===== config.mk =====
export PLATFORM = sky130hd
export DESIGN_NAME = logic_sequencer
export DESIGN_NICKNAME = d
export VERILOG_FILES = /design/src/rtl/logic_sequencer.sv
export SDC_FILE = /design/constraint.sdc
export NUM_CORES = 1
export LEC_CHECK = 0
export BUFFER_PORTS_ARGS = -buffer_cell sky130_fd_sc_hd__buf_4
export CAP_MARGIN = 0
export CORE_ASPECT_RATIO = 1.4
export CORE_MARGIN = 2
export CORE_UTILIZATION = 30
export DETAILED_ROUTE_END_ITERATION = 12
export SLEW_MARGIN = 10
export SYNTH_ARGS = -nofsm -noshare
export SYNTH_HDL_FRONTEND = slang
export SYNTH_SLANG_ARGS = --single-unit

===== constraint.sdc =====
create_clock -name clock -period 3.6 [get_ports clock]
set_clock_uncertainty 0.05 [all_clocks]
set_input_delay 0.72 -clock clock [delete_from_list [all_inputs] [get_ports clock]]
set_output_delay 0.72 -clock clock [all_outputs]
set_load 0.005 [all_outputs]

===== src/rtl/logic_sequencer.sv =====
// Multi-cycle control sequencer for the LEGv8 logical group (AND/ORR/EOR/ANDS and immediates).
// One instruction per handshake: EXEC_CYCLES execute cycles, one write-back cycle, no overlap.
module logic_sequencer #(
    parameter int DATA_WIDTH  = 64,
    parameter int EXEC_CYCLES = 1
) (
    input  logic                  clock,
    input  logic                  reset,
    input  logic [31:0]           instr,
    input  logic                  instr_valid,
    output logic                  instr_ready,
    output logic [4:0]            DA,
    output logic [4:0]            SA,
    output logic [4:0]            SB,
    output logic [4:0]            FS,
    output logic [1:0]            PS,
    output logic [1:0]            enable,
    output logic                  regWrite,
    output logic                  memWrite,
    output logic                  PC_sel,
    output logic                  B_sel,
    output logic                  status_load,
    output logic [DATA_WIDTH-1:0] k,
    output logic [1:0]            state,
    output logic                  done,
    output logic                  illegal
);

    // state | meaning
    // IDLE  | instr_ready high, waiting for a handshake; all controls 0
    // EXEC  | controls driven from the held instruction, counter runs
    // WB    | one cycle: register write (unless XZR), optional flag load, done
    // TRAP  | one cycle: illegal pulse, PC+4, all other controls 0
    typedef enum logic [1:0] {
        S_IDLE = 2'b00,
        S_EXEC = 2'b01,
        S_WB   = 2'b10,
        S_TRAP = 2'b11
    } state_t;

    localparam int           CW       = $clog2(EXEC_CYCLES + 1);
    localparam logic [CW-1:0] CNT_LAST = CW'(EXEC_CYCLES - 1);

    localparam logic [4:0] FS_AND = 5'b00000;
    localparam logic [4:0] FS_ORR = 5'b00100;
    localparam logic [4:0] FS_EOR = 5'b01100;

    state_t        state_q, state_d;
    logic [CW-1:0] cnt_q, cnt_d;
    logic          load;

    // Held instruction, reduced to the fields the datapath needs
    logic [4:0]  rd_q, rn_q, rm_q, fs_q;
    logic [11:0] imm_q;
    logic        imm_fmt_q, flags_q;

    logic        dec_legal, dec_imm, dec_flags;
    logic [4:0]  dec_fs;

    always_comb begin
        dec_legal = 1'b0;
        dec_imm   = 1'b0;
        dec_flags = 1'b0;
        dec_fs    = FS_AND;
        case (instr[31:22])
            10'b1001001000: begin dec_legal = 1'b1; dec_imm = 1'b1; dec_fs = FS_AND; end
            10'b1011001000: begin dec_legal = 1'b1; dec_imm = 1'b1; dec_fs = FS_ORR; end
            10'b1101001000: begin dec_legal = 1'b1; dec_imm = 1'b1; dec_fs = FS_EOR; end
            10'b1111001000: begin
                dec_legal = 1'b1; dec_imm = 1'b1; dec_fs = FS_AND; dec_flags = 1'b1;
            end
            default: begin
                // R-format is only legal with a zero shift amount
                case (instr[31:21])
                    11'b10001010000: begin dec_legal = (instr[15:10] == 6'd0); dec_fs = FS_AND; end
                    11'b10101010000: begin dec_legal = (instr[15:10] == 6'd0); dec_fs = FS_ORR; end
                    11'b11001010000: begin dec_legal = (instr[15:10] == 6'd0); dec_fs = FS_EOR; end
                    11'b11101010000: begin
                        dec_legal = (instr[15:10] == 6'd0); dec_fs = FS_AND; dec_flags = 1'b1;
                    end
                    default: dec_legal = 1'b0;
                endcase
            end
        endcase
    end

    always_comb begin
        state_d = state_q;
        cnt_d   = cnt_q;
        load    = 1'b0;
        case (state_q)
            S_IDLE: begin
                if (instr_valid) begin
                    load    = 1'b1;
                    cnt_d   = '0;
                    state_d = dec_legal ? S_EXEC : S_TRAP;
                end
            end
            S_EXEC: begin
                if (cnt_q == CNT_LAST) begin
                    state_d = S_WB;
                end else begin
                    cnt_d = cnt_q + CW'(1);
                end
            end
            S_WB:    state_d = S_IDLE;
            S_TRAP:  state_d = S_IDLE;
            default: state_d = S_IDLE;
        endcase
    end

    always_ff @(posedge clock or negedge reset) begin
        if (!reset) begin
            state_q   <= S_IDLE;
            cnt_q     <= '0;
            rd_q      <= '0;
            rn_q      <= '0;
            rm_q      <= '0;
            fs_q      <= '0;
            imm_q     <= '0;
            imm_fmt_q <= 1'b0;
            flags_q   <= 1'b0;
        end else begin
            state_q <= state_d;
            cnt_q   <= cnt_d;
            if (load) begin
                rd_q      <= instr[4:0];
                rn_q      <= instr[9:5];
                rm_q      <= dec_imm ? 5'd0 : instr[20:16];
                fs_q      <= dec_fs;
                imm_q     <= dec_imm ? instr[21:10] : 12'd0;
                imm_fmt_q <= dec_imm;
                flags_q   <= dec_flags;
            end
        end
    end

    // Outputs depend only on registered state, never on instr directly
    always_comb begin
        instr_ready = 1'b0;
        DA          = '0;
        SA          = '0;
        SB          = '0;
        FS          = '0;
        PS          = 2'b00;
        enable      = 2'b00;
        regWrite    = 1'b0;
        memWrite    = 1'b0;
        PC_sel      = 1'b0;
        B_sel       = 1'b0;
        status_load = 1'b0;
        k           = '0;
        done        = 1'b0;
        illegal     = 1'b0;
        case (state_q)
            S_IDLE: instr_ready = 1'b1;
            S_EXEC, S_WB: begin
                DA       = rd_q;
                SA       = rn_q;
                SB       = rm_q;
                FS       = fs_q;
                B_sel    = imm_fmt_q;
                k[11:0]  = imm_q;
                enable   = 2'b01;
                if (state_q == S_WB) begin
                    PS          = 2'b01;
                    done        = 1'b1;
                    regWrite    = (rd_q != 5'd31);
                    status_load = flags_q;
                end
            end
            S_TRAP: begin
                illegal = 1'b1;
                PS      = 2'b01;
            end
            default: instr_ready = 1'b0;
        endcase
    end

    assign state = state_q;

endmodule


* After elaboration in Yosys (flattened, before gate mapping)
Index checks and enable logic that the tools add are counted.
** Storage, ports and cells
- Register bits :: 37
- Input port bits :: 35
- Output and inout port bits :: 98
- Logic and storage cells :: 70
** Operators by class
- Add/subtract/negate cells :: 1
- Equal/unequal tests :: 14
- Multiplexer cells :: 35
- Reductions and logical operators :: 11
** Operators with widths (number)
- 11-bit equality test, second input constant :: 4
- 10-bit equality test, second input constant :: 4
- 5-bit 2-to-1 mux :: 5
- 12-bit 2-to-1 mux :: 2
- 1-bit 2-to-1 mux :: 19
- 4-bit case mux with 3 select lines :: 1
- 4-bit case mux with 2 select lines :: 1
- 4-bit OR reduction :: 2
- 6-bit logical NOT :: 1
- 2-bit 2-to-1 mux :: 3
- 1-bit case mux with 2 select lines :: 3
- 2-bit case mux with 3 select lines :: 1
- 2-bit OR reduction :: 3
- 5-bit inequality test, second input constant :: 1
- 2-bit equality test, second input constant :: 2
- 2-bit inequality test, second input constant :: 2
- 2-bit AND reduction :: 2
- 3-bit OR reduction :: 1
- 2-bit by 1-bit equality test with 1-bit output, second input constant :: 1
- 2-bit logical NOT :: 1
- 2-bit nonzero test :: 1
- 1-bit adder, second input constant :: 1

* Logic depth before layout (Yosys ltp)
Gate-level depths: netlist of run 1.
- Depth after elaboration :: 7
- Gate-level depth with buffers :: 7
- Mapped depth without buffers :: 5

* Least setup slack after synthesis of run 1
No wires, ideal clock.
- Path kind :: flip-flop to output port
- From :: register state_q[0], in the netlist state[0]
- To :: output regWrite
- Arrival time :: 1275 ps
- Required time :: 2830 ps
- Slack :: 1555 ps
- Cell stages (with the launch flop) :: 6
- Path buffers :: 1
- Cells stage by stage :: dfrtp_1 inv_1 ha_1 clkbuf_1 nand2_1 a31oi_1
** Between the ends
- Longest elaborated chain between the ends :: 3
- Elaborated cells between the ends (all ways) :: 5
- Classes of those cells :: eq/ne: 2; mux: 2; reduce/logical: 1
** RTL lines
- start, declared :: line 48 : state_t state_q, state_d;
- start signal, assigned :: line 124 : state_q <= state_d;
- 2-bit equality test or 2-bit by 1-bit equality test with 1-bit output (tied branches) :: line 155, 165
- 1-bit 2-to-1 mux or 2-bit OR reduction (tied branches) :: line 165, 155
- 1-bit 2-to-1 mux (*) :: line 155 : case (state_q)
- end, declared :: line 18 : output logic regWrite,
Every way passes the cells marked *; elsewhere a longest branch is shown, timed or not.

* Worst setup path after layout of run 1
Same ends and word-level chain as after synthesis.

==> impl_metrics.yaml, run 1 <==
logic_synthesis:
  synth_common_cells: "nand2_1 (66), buf_4 (60), dfrtp_1 (33), and2_1 (31), o21ai_2 (10)"
  async_flop_share_pct: 100.0
  ys_seq_area_share_pct: 38.24
  synth_top_area_cell: "dfrtp_1"
  ys_ff_latch: 33
  synth_edf_count: 0
  ys.flop_type: "dfrtp_1"
  avgSynthCellArea_um2: 8.604
  synth_most_common_cell: "nand2_1"
  yosys-top-cells-area: "dfrtp_1 (38%), buf_4 (21%), nand2_1 (11%)"
  yosys_warnings: 0
  synth_top_area_share_pct: 38.24
  syn_inst: 251
  syn_area_um2: 2160
  synthDistinctLibCells: 31
worst_setup_path:
  critPathRequiredTime_ns: 2.83
  cp-end-kind: "output pin"
  worst_r2r_path_depth: 5
  path_class: "reg2out"
  start_kind: "flop"
  crit_arrival_ns: 2.11
  worstPathMaxFanout: 33
run:
  drv_cap: 0
grt:
  grt.total_usage_pct: 12.04
  antenna_found_initial: 0
  grt_pass1_wl_mm: 7.307
  grt_pass1_vias: 1503
  grt_max_degree: 34
  overflow: 0
clock_network:
  clock_sinks: 33
  cts_buffers: 5
  holdBufCountCts: 0
  clkTransAtPathRegs_ns: 0.06
  clk_latency_ns: 0.28
  ctsLongestPathBuffers: 2
  post_cts_buffers: 0
  cts.htree.levels: 2
  root_buffer: "clkbuf_8"
  cts_tree: "yes"
  cts_resized: 0
sta:
  rsz0062_at_grt: "false"
  setup_ws_ns: 0.7179
  finalHoldViolations: 0
  setup_viol: 0
  min_period_ns: 2.882
  timing.fmax_ghz: 0.3470
  min_period_over_period_pct: 80.06
  finalSetupTns_ns: 0
  slew_headroom_pct: 37.86
  finalMaxSlewViolations: 0
  worst_pin_slew_ns: 0.9321
worst_hold_path:
  hold_path.class: "in2async"
detailed_routing:
  via_count: 1637
  viasPerCell: 3.926
  detail_route.wirelength_mm: 4.734
  dr.pass1.iters: 4
  drt-initial-drc-count: 32
  ant_nets: 0
  drcViolationCount: 0
  wl_per_cell_um: 11.35
floorplanning:
  dieArea_um2: 7903
  rows: 36
  core_um2: 6982
  chipHeight_um: 104.4
  ios: 133
  start_util_pct: 30.93
  fp.dieW_um: 75.71
pwr:
  power.density_nw_per_um2: 584.7
  power.leakage_uw: 0.001408
  vdd_drop_max_v: 0.0002427
placed_design:
  place_congestion: 0.7175
  port_buffers: 73
  dp_hpwl_mm: 3.527
  pre_cts_ws_ns: 0.9734
  place_area_um2: 2547
final_layout:
  final_area_um2: 2630
  drive_above_1_share_pct: 29.50
  diodes: 0
  num-nets-final: 361
  syn_to_final_growth_pct: 21.78
status:
  status: "finished clean"
==> area by class of cell <==
class / instances / area [µm²]
well taps: 95 / 118.9
inverters: 3 / 11.26
multi-input cells: 204 / 1036
clock inverters: 2 / 10.01
flip-flops and latches: 33 / 825.8
clock buffers: 6 / 72.57
fillers: 752 / 4352
repair buffers: 74 / 555.5
==> metrics by stage <==
| step | cells | util, % | total power, µW | hold slack (ns) |
|---|---|---|---|---|
| finish | 417 | 37.67 | 1538 | 0.3323 |
| global route | 417 | 37.67 | 1690 | 0.3477 |
| CTS | 417 | 37.67 | 1576 | 0.3391 |
| detailed placement | 409 | 36.49 | 1298 | 0.4042 |
| global placement | 409 | 36.49 | 1277 | 0.3998 |
| floorplan | 309 | - | 977.0 | 0.3744 |
==> power by group <==
part | internal [µW] | switching, µW
Sequential | 464 | 55.8
Clock | 134 | 136
Combinational | 349 | 400
Total | 947 | 591
==> flip-flops by register name, summed over array words and instances, names as in the netlist <==
name	flops
imm_q	12
rd_q	5
rm_q	5
rn_q	5
fs_q	2
state	2
flags_q	1
imm_fmt_q	1
==> logic make-up (layout without fill, tap and decap cells) <==
family	Yosys count	in the layout	share of synthesized area (%)
other cells	1	59	0.1736
fa+ha+maj	5	5	2.897
compound gates	27	27	8.865
xor+xnor	1	1	0.4056
flops	33	33	38.24
buf+inv	72	85	23.87
simple gates	112	112	25.55
==> critical path: stages, from the launching register on <==
cell	delay (ns)
dfrtp_1	0.42
inv_1	0.11
ha_1	0.86
nand2_1	0.15
a31oi_1	0.17
buf_4	0.13
==> layout by cell type (no fill, tap or decap), types with 2 or more instances in the layout <==
master	count
conb_1	59
buf_4	74
and2_1	31
o21ai_2	10
o21ai_0	4
nand2_1	66
ha_1	5
o21ai_1	6
nor2_1	4
clkbuf_8	5
inv_1	3
and3_1	3
clkinv_2	2
dfrtp_1	33
==> worst paths after layout <==
check                         start        to  slack [ns]
min reg2reg                 rn_q[0]   rn_q[0]        0.42
min in group clock          rn_q[0]   rn_q[0]        0.42
max in group asynchronous     reset  imm_q[2]        2.85
min                           reset   fs_q[2]        0.33
max reg2reg                state[0]   rm_q[3]        1.47
max                        state[0]  regWrite        0.72
==> layer usage <==
layer / GRT usage (%) / up-vias / wire [µm]
met5: 0 / - / 0
met3: 3.295 / 6 / 338
met2: 20.25 / 81 / 2477
met4: 3.383 / 0 / 60
li1: - / 811 / -
met1: 14.67 / 739 / 1857
Note: power is estimated with default switching activity, not from simulation.
==> run 2: changes to the inputs <==
==> constraint.sdc (replaced) <==
create_clock -name clock -period 2.4 [get_ports clock]
set_clock_uncertainty 0.05 [all_clocks]
set_input_delay 0.48 -clock clock [delete_from_list [all_inputs] [get_ports clock]]
set_output_delay 0.48 -clock clock [all_outputs]
set_load 0.005 [all_outputs]
==> impl_metrics.yaml, run 2 (synthesized netlist as in run 1, its figures left out) <==
clock_network:
  cts.htree.levels: 2
  clock_sinks: 33
  holdBufCountCts: 0
  cts_buffers: 5
  clkTransAtPathRegs_ns: 0.06
  ctsLongestPathBuffers: 2
  cts_tree: "yes"
  root_buffer: "clkbuf_8"
  clk_latency_ns: 0.28
worst_setup_path:
  critPathRequiredTime_ns: 1.87
  path_cells: "inv_1, ha_1, buf_6, nand2_1, a31oi_1, buf_4"
  path_buf_inv: 3
  path_class: "reg2out"
  worst-path-stages: 6
  cp_top_family: "buffers and inverters"
  cp-end-kind: "output pin"
  worst_r2r_path_depth: 5
  crit_arrival_ns: 1.68
  worstPathMaxFanout: 33
  crit_slowest_cell: "dfrtp_1"
  crit_path_max_incr_delay_ns: 0.41
  start_kind: "flop"
final_layout:
  layout_commonest_cell: "buf_4"
  num-nets-final: 363
  final_area_um2: 2665
  layout_common_cells: "buf_4 (74), nand2_1 (66), conb_1 (59), dfrtp_1 (33), and2_1 (31)"
  fillerInstances: 741
  regMostFlops: "imm_q"
  drive_above_1_share_pct: 29.72
  diodes: 0
  largest_reg_flops: 12
  multi_input_area_um2: 1036
  seq_area_um2: 825.8
  syn_to_final_growth_pct: 23.41
grt:
  antenna_found_initial: 0
  grt_pass1_wl_mm: 6.817
  grt_pass1_vias: 1421
  overflow: 0
  grt.total_usage_pct: 11.36
  grt_max_degree: 34
detailed_routing:
  detail_route.wirelength_mm: 4.621
  ant_nets: 0
  via_count: 1664
  dr.pass1.iters: 4
  highest_layer: "met4"
  drt-initial-drc-count: 36
  wl_met1_mm: 1.788
  wl_met3_um: 368
  wl_per_cell_um: 11.06
  drcViolationCount: 0
  viasPerCell: 3.981
  wl_met2_mm: 2.425
floorplanning:
  chipHeight_um: 104.4
  core_um2: 6982
  ios: 133
  start_util_pct: 30.93
  dieArea_um2: 7903
  fp.dieW_um: 75.71
  rows: 36
sta:
  timing.fmax_ghz: 0.4521
  rsz0062_at_grt: "false"
  finalMaxSlewViolations: 0
  finalSetupTns_ns: 0
  min_period_ns: 2.212
  min_period_over_period_pct: 92.17
  finalHoldViolations: 0
  setup_viol: 0
pwr:
  vdd_drop_max_v: 0.0002714
  power.leakage_uw: 0.001422
  power.density_nw_per_um2: 887.1
placed_design:
  dp_hpwl_mm: 3.514
  port_buffers: 73
  place_area_um2: 2575
  place_congestion: 0.6939
worst_hold_path:
  hold_path.class: "in2async"
run:
  drv_cap: 0
status:
  status: "finished clean"
## run 2: path summary, 6_finish.rpt
check,start,to,slack (ns)
max in group asynchronous,reset,rn_q[0],1.89
worst min register to register,rn_q[2],rn_q[2],0.42
min in group clock,instr[4],rd_q[4],0.34
worst max-delay path,state[0],regWrite,0.19
worst max register to register,state[0],fs_q[2],0.53
worst min-delay path,reset,fs_q[3],0.09
## run 2: worst reg2reg max path, delay by kind of cell (launching register included)
| family | cells | cell delay (ns) |
|---|---|---|
| flip-flops | 1 | 0.42 |
| buffers and inverters | 2 | 0.46 |
| AO/OA/AOI/OAI | 1 | 0.27 |
| adder cells (fa/ha/maj) | 1 | 0.29 |
| AND/OR/NAND/NOR | 1 | 0.29 |
## run 2: through the flow
step           utilization, %  setup slack, ns  instances  hold WS (ns)  power, µW
2_1_floorplan               -           0.5952        309        0.1344       1466
3_3_place_gp            36.88           0.4755        411        0.4000       1959
3_5_place_dp            36.88           0.4163        411        0.4054       1979
4_1_cts                 38.12           0.1031        418        0.1041       2410
5_1_grt                 38.17          0.05955        418        0.1192       2584
6_report                38.17           0.1880        418       0.08651       2364
## run 2: cell type report
| type | instances | share of cell area (%) |
|---|---|---|
| Multi-Input combinational cell | 204 | 38.87 |
| Clock buffer | 7 | 3.239 |
| Tap cell | 95 | 4.460 |
| Sequential cell | 33 | 30.99 |
| Inverter | 3 | 0.4225 |
| Timing Repair Buffer | 76 | 22.02 |
## run 2: timing repair
action | CTS | global route
resized for setup | 0 | 1
setup endpoints to repair | 0 | 1
endpoints found under the hold margin | 0 | 0
setup buffers | 0 | 0
## run 2: where the power goes
| group | internal [µW] | switching (µW) |
|---|---|---|
| combinational | 565 | 604 |
| clock | 227 | 190 |
| sequential | 696 | 81.8 |
| total | 1490 | 876 |
## run 2: metal layers
metal  up-vias  GRT usage [%]
met2        88          19.69
met3         4          3.101
met5         -              0
li1        818              -
met4         0          3.008
met1       754          13.37
==> run 3: changes to the inputs <==
--- a/config.mk
+++ b/config.mk
@@ -11,6 +11,7 @@
 export CORE_MARGIN = 2
 export CORE_UTILIZATION = 30
 export DETAILED_ROUTE_END_ITERATION = 12
+export GPL_TIMING_DRIVEN = 0
 export SLEW_MARGIN = 10
 export SYNTH_ARGS = -nofsm -noshare
 export SYNTH_HDL_FRONTEND = slang
==> impl_metrics.yaml, run 3 (synthesized netlist as in run 1, its figures left out) <==
placed_design:
  pre_cts_ws_ns: 0.1974
  place_congestion: 0.7260
  dp_hpwl_mm: 4.106
  port_buffers: 73
final_layout:
  layout_commonest_cell: "buf_4"
  syn_to_final_growth_pct: 46.64
  regMostFlops: "imm_q"
  layout_common_cells: "buf_4 (133), nand2_1 (66), conb_1 (59), and2_1 (31), dfrtp_1 (31)"
  drive_above_1_share_pct: 42.82
  largest_reg_flops: 12
  diodes: 0
  fillerInstances: 722
  num-nets-final: 429
detailed_routing:
  viasPerCell: 3.765
  drt-initial-drc-count: 45
  drcViolationCount: 0
  detail_route.wirelength_mm: 5.080
  dr.pass1.iters: 4
  ant_nets: 0
  wl_per_cell_um: 10.47
  via_count: 1826
floorplanning:
  chipHeight_um: 104.4
  fp.dieW_um: 75.71
  start_util_pct: 30.93
  rows: 36
  dieArea_um2: 7903
  core_um2: 6982
  ios: 133
worst_setup_path:
  startpoint: "state[0]"
  crit-reg2reg-launch: "state[0]"
  start_kind: "flop"
  path_buf_inv: 3
  cp-end-kind: "output pin"
  worst_r2r_path_depth: 6
  crit_slowest_cell: "dfrtp_2"
  path_class: "reg2out"
  cp_top_family: "buffers and inverters"
  worstPathMaxFanout: 10
  rrSetupSlack_ns: 0.82
  crit_end: "regWrite"
  timing.rr.end: "fs_q[2]"
  critPathRequiredTime_ns: 1.87
  crit_arrival_ns: 1.64
  worst-path-stages: 6
  path_cells: "inv_1, ha_4, clkbuf_4, nand2_1, a31oi_1, buf_4"
  crit_path_max_incr_delay_ns: 0.41
pwr:
  power.leakage_uw: 0.001777
  intPower_uw: 1634
  clkPwrFrac_pct: 17.8
  p_switching_uw: 924.2
  share_comb_of_total_power_pct: 51.5
  vdd_drop_max_v: 0.0004001
  switching_share_pct: 36.13
  power_frac_seq_pct: 30.7
  power.density_nw_per_um2: 807.7
worst_hold_path:
  hold_path.class: "in2async"
grt:
  grt.total_usage_pct: 13.22
  grt_pass1_vias: 1808
  overflow: 0
  grt_pass1_wl_mm: 8.100
  grt_max_degree: 34
  antenna_found_initial: 0
sta:
  timing.fmax_ghz: 0.4606
  setup_viol: 0
  rsz0062_at_grt: "false"
  whs_ns: 0.08074
  finalHoldViolations: 0
  setup_ws_ns: 0.2287
  min_period_ns: 2.171
  finalMaxSlewViolations: 0
  min_period_over_period_pct: 90.47
  finalSetupTns_ns: 0
clock_network:
  cts_buffers: 5
  clkTransAtPathRegs_ns: 0.07
  cts_tree: "yes"
  post_cts_buffers: 0
  clk_latency_ns: 0.28
  cts.htree.levels: 2
  ctsLongestPathBuffers: 2
  clock_sinks: 33
  root_buffer: "clkbuf_8"
status:
  status: "finished clean"
run:
  drv_cap: 0
run 3: cell count changes in the layout (fill, tap and decap cells not counted), sizes merged:
cell / previous run / this run
clkbuf: 7 / 10
buf: 76 / 139
clkinv: 0 / 1
run 3: worst min-delay path by stage:
stage,start,end,slack [ns],cells after the start
after floorplan,reset,flags_q,0.13,0
after global placement,rn_q[2],rn_q[2],0.40,2
after detailed placement,reset,flags_q,0.41,1
after CTS,reset,state[0],0.1,1
after global routing,reset,state[1],0.12,1
final,reset,state[1],0.08,1
run 3: power groups by stage:
stage          clock [µW]  combinational (µW)  sequential [µW]
2_1_floorplan           0                 694              772
3_3_place_gp            0                1270              787
3_5_place_dp            0                1290              794
4_1_cts               476                1310              783
5_1_grt               502                1500              806
6_report              456                1320              784
run 3: per-layer routing:
layer | wire length (µm) | GRT usage (%) | vias up
met1 | 1880 | 13.91 | 784
met5 | 0 | 0 | -
met3 | 411 | 4.360 | 4
li1 | - | - | 955
met2 | 2747 | 23.79 | 83
met4 | 41 | 4.135 | 0
run 3: per-stage QoR:
step | total power (µW) | area [µm²] | utilization [%] | cells
3_5_place_dp | 2084 | 3044 | 43.60 | 477
5_1_grt | 2810 | 3167 | 45.36 | 485
6_report | 2558 | 3167 | 45.36 | 485
3_3_place_gp | 2061 | 3044 | 43.60 | 477
4_1_cts | 2565 | 3149 | 45.11 | 485
2_1_floorplan | 1466 | 2377 | - | 309
run 3: repair_timing:
item | in CTS | in global routing
resized for setup | 3 | 6
hold buffers | 0 | 0
endpoints found under the setup margin | 26 | 26
pin swaps | 0 | 0
run 3: layout make-up:
type | instances | area, µm² | share of cell area, %
clock buffer | 7 | 96.34 | 3.042
buffer | 69 | 510.5 | 16.12
multi-input combinational | 204 | 1049 | 33.11
sequential | 33 | 828.3 | 26.16
inverter | 3 | 11.26 | 0.3556
timing repair buffer | 73 | 548.0 | 17.31
clock inverter | 1 | 5.005 | 0.1580
tap | 95 | 118.9 | 3.753
